$ cat src/rtl/mdu_pkg.sv
// Shared types and helpers for the multiply/divide unit: the divider state
// encoding, the native datapath width and two's-complement helpers.
package mdu_pkg;

  localparam int DIV_W = 32;

  typedef enum logic [1:0] {
    IDLE = 2'd0,
    BUSY = 2'd1,
    DONE = 2'd2
  } div_state_t;

  // Two's-complement negation, modulo 2^DIV_W (so -0x8000_0000 wraps to itself).
  function automatic logic [DIV_W-1:0] neg_val(input logic [DIV_W-1:0] v);
    return ~v + {{(DIV_W-1){1'b0}}, 1'b1};
  endfunction

  // Sign bit of an operand; always 0 for an unsigned operation.
  function automatic logic sign_of(input logic [DIV_W-1:0] v, input logic is_signed);
    return is_signed & v[DIV_W-1];
  endfunction

  // Magnitude of an operand. The most negative value maps onto itself, which is
  // the correct magnitude once the result is read as unsigned.
  function automatic logic [DIV_W-1:0] abs_val(input logic [DIV_W-1:0] v, input logic is_signed);
    logic [DIV_W-1:0] r;
    if (sign_of(v, is_signed)) begin
      r = neg_val(v);
    end else begin
      r = v;
    end
    return r;
  endfunction

endpackage

$ cat src/rtl/div_step.sv
// One radix-2 restoring division step. The partial remainder takes in the
// next dividend bit (MSB of quo_i), the divisor is subtracted when it fits,
// and the resulting quotient bit is shifted into the LSB of quo_o.
module div_step
  import mdu_pkg::*;
#(
  parameter int WIDTH = DIV_W
) (
  input  logic [WIDTH-1:0] rem_i,
  input  logic [WIDTH-1:0] quo_i,
  input  logic [WIDTH-1:0] divisor_i,
  output logic [WIDTH-1:0] rem_o,
  output logic [WIDTH-1:0] quo_o
);

  logic [WIDTH:0]   rem_shift_s;
  logic [WIDTH-1:0] rem_diff_s;
  logic             fits_s;

  // Shift, trial-compare on WIDTH+1 bits, then restore or keep the difference.
  always_comb begin
    rem_shift_s = {rem_i, quo_i[WIDTH-1]};
    fits_s      = (rem_shift_s >= {1'b0, divisor_i});
    // When the divisor fits, the difference is below the divisor, so the
    // low WIDTH bits of the subtraction are the complete result.
    rem_diff_s  = rem_shift_s[WIDTH-1:0] - divisor_i;
    if (fits_s) begin
      rem_o = rem_diff_s;
      quo_o = {quo_i[WIDTH-2:0], 1'b1};
    end else begin
      rem_o = rem_shift_s[WIDTH-1:0];
      quo_o = {quo_i[WIDTH-2:0], 1'b0};
    end
  end

endmodule

$ cat src/rtl/div_iter_unit.sv
// Iterative radix-2 restoring divider for DIV/DIVU in EX. It holds the
// pipeline through alu_stallE while iterating, then presents the remainder on
// hi_o and the quotient on lo_o until the instruction leaves EX.
module div_iter_unit
  import mdu_pkg::*;
#(
  parameter int WIDTH = DIV_W,
  parameter int CNT_W = $clog2(WIDTH) + 1
) (
  input  logic             clk,
  input  logic             resetn,
  input  logic             div_validE,
  input  logic             div_signedE,
  input  logic [WIDTH-1:0] dividendE,
  input  logic [WIDTH-1:0] divisorE,
  input  logic             stall_ext,
  input  logic             flush,
  output logic             alu_stallE,
  output logic             div_ready,
  output logic [WIDTH-1:0] hi_o,
  output logic [WIDTH-1:0] lo_o
);

  div_state_t       state_r;
  div_state_t       state_nxt_s;
  logic [CNT_W-1:0] cnt_r;
  logic [WIDTH-1:0] rem_r;
  logic [WIDTH-1:0] quo_r;
  logic [WIDTH-1:0] dvsr_r;
  logic             qneg_r;
  logic             rneg_r;
  logic             ready_r;
  logic [WIDTH-1:0] hi_r;
  logic [WIDTH-1:0] lo_r;
  logic [WIDTH-1:0] step_rem_s;
  logic [WIDTH-1:0] step_quo_s;
  logic             accept_s;
  logic             last_step_s;

  // The single iteration stage, reused once per BUSY cycle.
  div_step #(
    .WIDTH (WIDTH)
  ) u_div_step (
    .rem_i     (rem_r),
    .quo_i     (quo_r),
    .divisor_i (dvsr_r),
    .rem_o     (step_rem_s),
    .quo_o     (step_quo_s)
  );

  // State register.
  always_ff @(posedge clk) begin
    if (!resetn) begin
      state_r <= IDLE;
    end else begin
      state_r <= state_nxt_s;
    end
  end

  // Next state and the combinational handshake outputs; flush overrides all.
  always_comb begin
    state_nxt_s = state_r;
    accept_s    = 1'b0;
    last_step_s = 1'b0;
    alu_stallE  = div_validE & ~flush & (state_r != DONE);
    div_ready   = ready_r & ~flush;
    if (flush) begin
      state_nxt_s = IDLE;
    end else begin
      case (state_r)
        IDLE: begin
          if (div_validE) begin
            accept_s    = 1'b1;
            state_nxt_s = BUSY;
          end else begin
            state_nxt_s = IDLE;
          end
        end
        BUSY: begin
          if (cnt_r == CNT_W'(WIDTH - 1)) begin
            last_step_s = 1'b1;
            state_nxt_s = DONE;
          end else begin
            state_nxt_s = BUSY;
          end
        end
        DONE: begin
          // Stay put while EX is held; otherwise the instruction moves on.
          if (stall_ext) begin
            state_nxt_s = DONE;
          end else begin
            state_nxt_s = IDLE;
          end
        end
        default: begin
          state_nxt_s = IDLE;
        end
      endcase
    end
  end

  // Iteration datapath: load magnitudes on accept, then one step per BUSY cycle.
  always_ff @(posedge clk) begin
    if (!resetn) begin
      cnt_r  <= '0;
      rem_r  <= '0;
      quo_r  <= '0;
      dvsr_r <= '0;
      qneg_r <= 1'b0;
      rneg_r <= 1'b0;
    end else if (accept_s) begin
      cnt_r  <= '0;
      rem_r  <= '0;
      quo_r  <= abs_val(dividendE, div_signedE);
      dvsr_r <= abs_val(divisorE, div_signedE);
      qneg_r <= sign_of(dividendE, div_signedE) ^ sign_of(divisorE, div_signedE);
      rneg_r <= sign_of(dividendE, div_signedE);
    end else if (state_r == BUSY && !flush) begin
      cnt_r <= cnt_r + CNT_W'(1);
      rem_r <= step_rem_s;
      quo_r <= step_quo_s;
    end else begin
      cnt_r <= cnt_r;
      rem_r <= rem_r;
      quo_r <= quo_r;
    end
  end

  // Result registers: sign-correct on the final step, hold through DONE.
  always_ff @(posedge clk) begin
    if (!resetn) begin
      ready_r <= 1'b0;
      hi_r    <= '0;
      lo_r    <= '0;
    end else if (flush) begin
      ready_r <= 1'b0;
    end else if (last_step_s) begin
      ready_r <= 1'b1;
      if (qneg_r) begin
        lo_r <= neg_val(step_quo_s);
      end else begin
        lo_r <= step_quo_s;
      end
      if (rneg_r) begin
        hi_r <= neg_val(step_rem_s);
      end else begin
        hi_r <= step_rem_s;
      end
    end else if (state_r == DONE && !stall_ext) begin
      ready_r <= 1'b0;
    end else begin
      ready_r <= ready_r;
    end
  end

  assign hi_o = hi_r;
  assign lo_o = lo_r;

endmodule

$ cat config.mk
export PLATFORM = sky130hd
export DESIGN_NAME = div_iter_unit
export DESIGN_NICKNAME = d
export VERILOG_FILES = /design/src/rtl/mdu_pkg.sv /design/src/rtl/div_step.sv /design/src/rtl/div_iter_unit.sv
export SDC_FILE = /design/constraint.sdc
export NUM_CORES = 1
export LEC_CHECK = 0
export CAP_MARGIN = 15
export CORE_MARGIN = 3
export CORE_UTILIZATION = 55
export DETAILED_ROUTE_END_ITERATION = 10
export GPL_TIMING_DRIVEN = 0
export HOLD_SLACK_MARGIN = 0.08
export PLACE_DENSITY = 0.75
export SETUP_SLACK_MARGIN = 0.5
export SLEW_MARGIN = 20
export SYNTH_ARGS = -nofsm -noshare
export SYNTH_HDL_FRONTEND = slang
export SYNTH_SLANG_ARGS = --single-unit
$ cat constraint.sdc
create_clock -name clk -period 7.6 [get_ports clk]
set_clock_uncertainty 0.15 [all_clocks]
set_input_delay 1.52 -clock clk [delete_from_list [all_inputs] [get_ports clk]]
set_output_delay 1.52 -clock clk [all_outputs]
set_load 0.01 [all_outputs]
==> flow_summary.yaml, run 1 <==
synth:
  yosysTopAreaCell: "dfxtp_1"
  synth_area_leaders: "dfxtp_1, nor2_1, xor2_1"
  synth.net_count: 1618
  yosysUniqueCellTypes: 87
  netlist_area_um2: 11600
  syn_avg_cell_area_um2: 7.68
  synth_warnings: 0
  synthFlopType: "dfxtp_1"
  ys_seq_area_share_pct: 29.5
  ys_ff_latch: 171
  synthCells: 1510
  synthArstFlopShare_pct: 0
  synth_edf_count: 0
  yosys.area.top_type_share_pct: 29.5
sta:
  setup_viol: 0
  fin_crit_sh_pct: 89.6
  fin_ws_ps: 792
  final-max-slew-violation-count: 0
  finalHoldViolations: 0
  tightestPinTransition_ps: 1170
  fin_setup_tns_ps: 0
  fmax_ghz: 0.147
  slew_headroom_pct: 21.7
  layout_min_cycle_time_ps: 6810
  rsz0062_at_grt: "false"
cts:
  post_cts_buffers: 0
  cts_tree: "yes"
  ctsResizeCount: 0
  root_buffer: "clkbuf_16"
  cts.clk_slew.worst_paths_ps: 70
  clk_latency_ps: 430
  clkSinkCount: 171
  clk_path_buf_depth: 2
  cts_made_buffers: 17
  hold_buffers: 0
  htree_num_levels: 4
drt:
  first_iter_violations: 1230
  first_pass_iters: 7
  wirelength_um: 37100
  vias: 12000
  routed_via_density: 6.16
  wl_per_cell_um: 19.1
  drc: 0
  antenna_left: 0
die:
  fp-row-count: 52
  die_w_um: 151
  coreArea_um2: 20500
  die_h_um: 151
  pin_count: 136
  start_util_pct: 56.6
  dieArea_um2: 22900
worst_setup_path:
  crit_family: "compound AO/OA/AOI/OAI gates"
  worstPathArrival_ps: 6980
  reg2reg_to: "hi_o[28]"
  critPathMaxStageDelay_ps: 610
  r2r_cells: 21
  critPathRequiredTime_ps: 7770
  critPathMaxFanout: 10
  crit_slowest_cell: "nor4b_1"
  critPathBufInv: 6
  cp-start-kind: "register"
  r2r-start: "rem_r[9]"
  path_cells: "ha_1 -> buf_2 -> nand4_1 -> nor3_2 -> o21ai_2 -> a311oi_4 -> or2_1 -> buf_4 -> buf_6 -> buf_2 -> buf_1 -> a21oi_1 -> inv_1 -> ha_1 -> nand2_1 -> nor4_1 -> a41oi_1 -> a211o_1 -> nor4b_1 -> mux2i_1 -> a21boi_0"
  ff2ff_setup_slack_ps: 790
  cp-end-kind: "register"
  critical_path_class: "register to register"
finish:
  drive_above_1_share_pct: 5.07
  area_growth_pct: 20.0
  fin_nets: 1772
  seqCellArea_um2: 3420
  antenna_cells: 0
  finalCoreUtilization_pct: 67.9
  final.fill_count: 1866
  multiInputGateArea_um2: 7570
global_routing:
  grt_max_degree: 18
  track_usage_pct: 31.5
  antenna_found_initial: 0
  grt_pass1_vias: 10600
  grt_overflow: 0
  grt_pass1_wl_um: 57200
power_and_ir_drop:
  total_power_mw: 2.79
  worst_ir_drop_vdd_uv: 141
  cellLeakagePower_nw: 4.99
  powerDensity_nw_per_um2: 201
placed_design:
  hpwl_um: 28800
  dp_slack_ps: 879
  numPortBuffers: 135
  gp_congestion: 0.945
worst_hold_path:
  hold_class: "register to register"
  min_path_cells: 2
  hold_end: "hi_o[6]"
  worstHoldStart: "hi_o[6]"
status:
  outcome: "complete, no violations"
run:
  cap_violations: 0
-- layout make-up --
| type | instances | share of cell area (%) |
|---|---|---|
| multi-input cells | 1189 | 54.4 |
| flip-flops and latches | 171 | 24.6 |
| repair buffers | 135 | 9.71 |
| clock buffers | 17 | 3.06 |
| plain buffers | 97 | 2.95 |
| well taps | 270 | 2.43 |
| clock inverters | 15 | 1.45 |
| inverters | 53 | 1.43 |
-- worst reg2reg max path: stages, from the launching register on --
cell      delay, ps
dfxtp_1         370
ha_1            300
buf_2           180
nand4_1         180
nor3_2          230
o21ai_2         150
a311oi_4        600
or2_1           300
buf_4           230
buf_6           180
buf_2           320
buf_1           510
a21oi_1         280
inv_1           110
ha_1            210
nand2_1          90
nor4_1          470
a41oi_1         410
a211o_1         460
nor4b_1         610
mux2i_1         260
a21boi_0         90
-- registers in the layout, summed over array words and instances, names as in the netlist --
register  count
hi_o         32
dvsr_r       32
ready_r       1
cnt_r         6
qneg_r        1
lo_o         32
rneg_r        1
state_r       2
rem_r        32
quo_r        32
-- synth_stat cells (4+ instances only) --
library cell / number
a211o_1: 5
a211oi_1: 87
a21boi_0: 8
a21o_1: 11
a21oi_1: 75
a221oi_1: 4
a311oi_1: 33
a31oi_1: 12
and2_1: 16
and3_1: 11
buf_1: 11
buf_2: 8
buf_4: 5
clkbuf_1: 70
dfxtp_1: 171
ha_1: 37
inv_1: 51
mux2i_1: 22
nand2_1: 175
nand2b_1: 11
nand3_1: 34
nand3b_1: 6
nand4_1: 15
nor2_1: 191
nor2b_1: 10
nor3_1: 23
nor3b_1: 5
nor4_1: 13
o211ai_1: 6
o21ai_0: 75
o21ai_1: 5
o21bai_1: 5
o31a_1: 5
o31ai_1: 23
o41ai_1: 13
or2_2: 4
or3_1: 30
or4_1: 17
or4_4: 5
xnor2_1: 50
xor2_1: 78
-- logic make-up (layout without fill, tap and decap cells) --
group                      after synthesis  in the layout  synth area share (%)
AOI/OAI and AO/OA                      408            408                  24.7
xor gates and xnor gates               128            128                  9.67
adders and majority gates               38             38                  4.16
buffers and inverters                  150            317                  5.24
DFF                                    171            171                  29.5
muxes                                   24             24                  2.09
and+or+nand+nor                        591            591                  24.6
-- per-stage QoR --
step           cells  hold slack, ps  cell area, um^2
5_1_grt         1947             332            13900
2_1_floorplan   1510             286            11600
4_1_cts         1947             305            13900
3_3_place_gp    1915             289            13300
6_report        1947             301            13900
3_5_place_dp    1915             295            13300
-- power breakdown --
group          internal (mW)  leakage (nW)  switching [mW]  total [mW]
Sequential             0.926          1.39          0.0390       0.965
Combinational          0.322          3.29           0.558       0.880
Clock                  0.531         0.307           0.417       0.948
Total                   1.78          4.99            1.01        2.79
-- layout by cell type, fill, tap and decap left out, types with 6 or more instances in the layout --
cell / synthesis / final
buf_2: 8 / 8
and2_1: 16 / 16
or4_1: 17 / 17
clkdlybuf4s50_1: 0 / 135
o41ai_1: 13 / 13
xor2_1: 78 / 78
o211ai_1: 6 / 6
a21o_1: 11 / 11
inv_1: 51 / 51
a31oi_1: 12 / 12
buf_1: 11 / 11
nand3b_1: 6 / 6
o31ai_1: 23 / 23
o21ai_0: 75 / 75
ha_1: 37 / 37
dfxtp_1: 171 / 171
nor4_1: 13 / 13
or3_1: 30 / 30
mux2i_1: 22 / 22
nand2_1: 175 / 175
nor3_1: 23 / 23
nand4_1: 15 / 15
a211oi_1: 87 / 87
a21boi_0: 8 / 8
nand3_1: 34 / 34
and3_1: 11 / 11
xnor2_1: 50 / 50
nand2b_1: 11 / 11
nor2_1: 191 / 191
a21oi_1: 75 / 75
clkbuf_1: 70 / 69
a311oi_1: 33 / 33
clkbuf_16: 0 / 17
nor2b_1: 10 / 10
-- routing by layer --
layer,share of wire [%],GRT usage [%],wire (um),up-vias
met5,0,0,0,-
met4,2.1,8.16,789,0
met2,43,46.9,15800,593
met3,9.8,5.75,3630,70
met1,46,46.7,16900,5549
li1,-,-,-,5773
-- worst max-delay path by stage --
stage | from | cells past startpoint | end | slack, ps
finish | rem_r[9] | 21 | hi_o[28] | 790
detailed placement | rem_r[7] | 21 | lo_o[28] | 880
CTS | rem_r[7] | 21 | lo_o[28] | 850
floorplan | rem_r[7] | 21 | lo_o[28] | 2190
global route | rem_r[9] | 21 | hi_o[28] | 520
global placement | rem_r[7] | 21 | lo_o[28] | 920
Power figures use the tool's default switching activity.
==> inputs of run 2 (changes only) <==
Settings changed: SLEW_MARGIN 20 to 0.
==> results of run 2 <==
Same layout as run 1: the final DEF is identical, and so are final timing and power.
==> inputs of run 3 (changes only) <==
Settings changed: SKIP_CTS_REPAIR_TIMING from default to 1.
==> results of run 3 <==
Same layout as run 1: the final DEF is identical, and so are final timing and power.
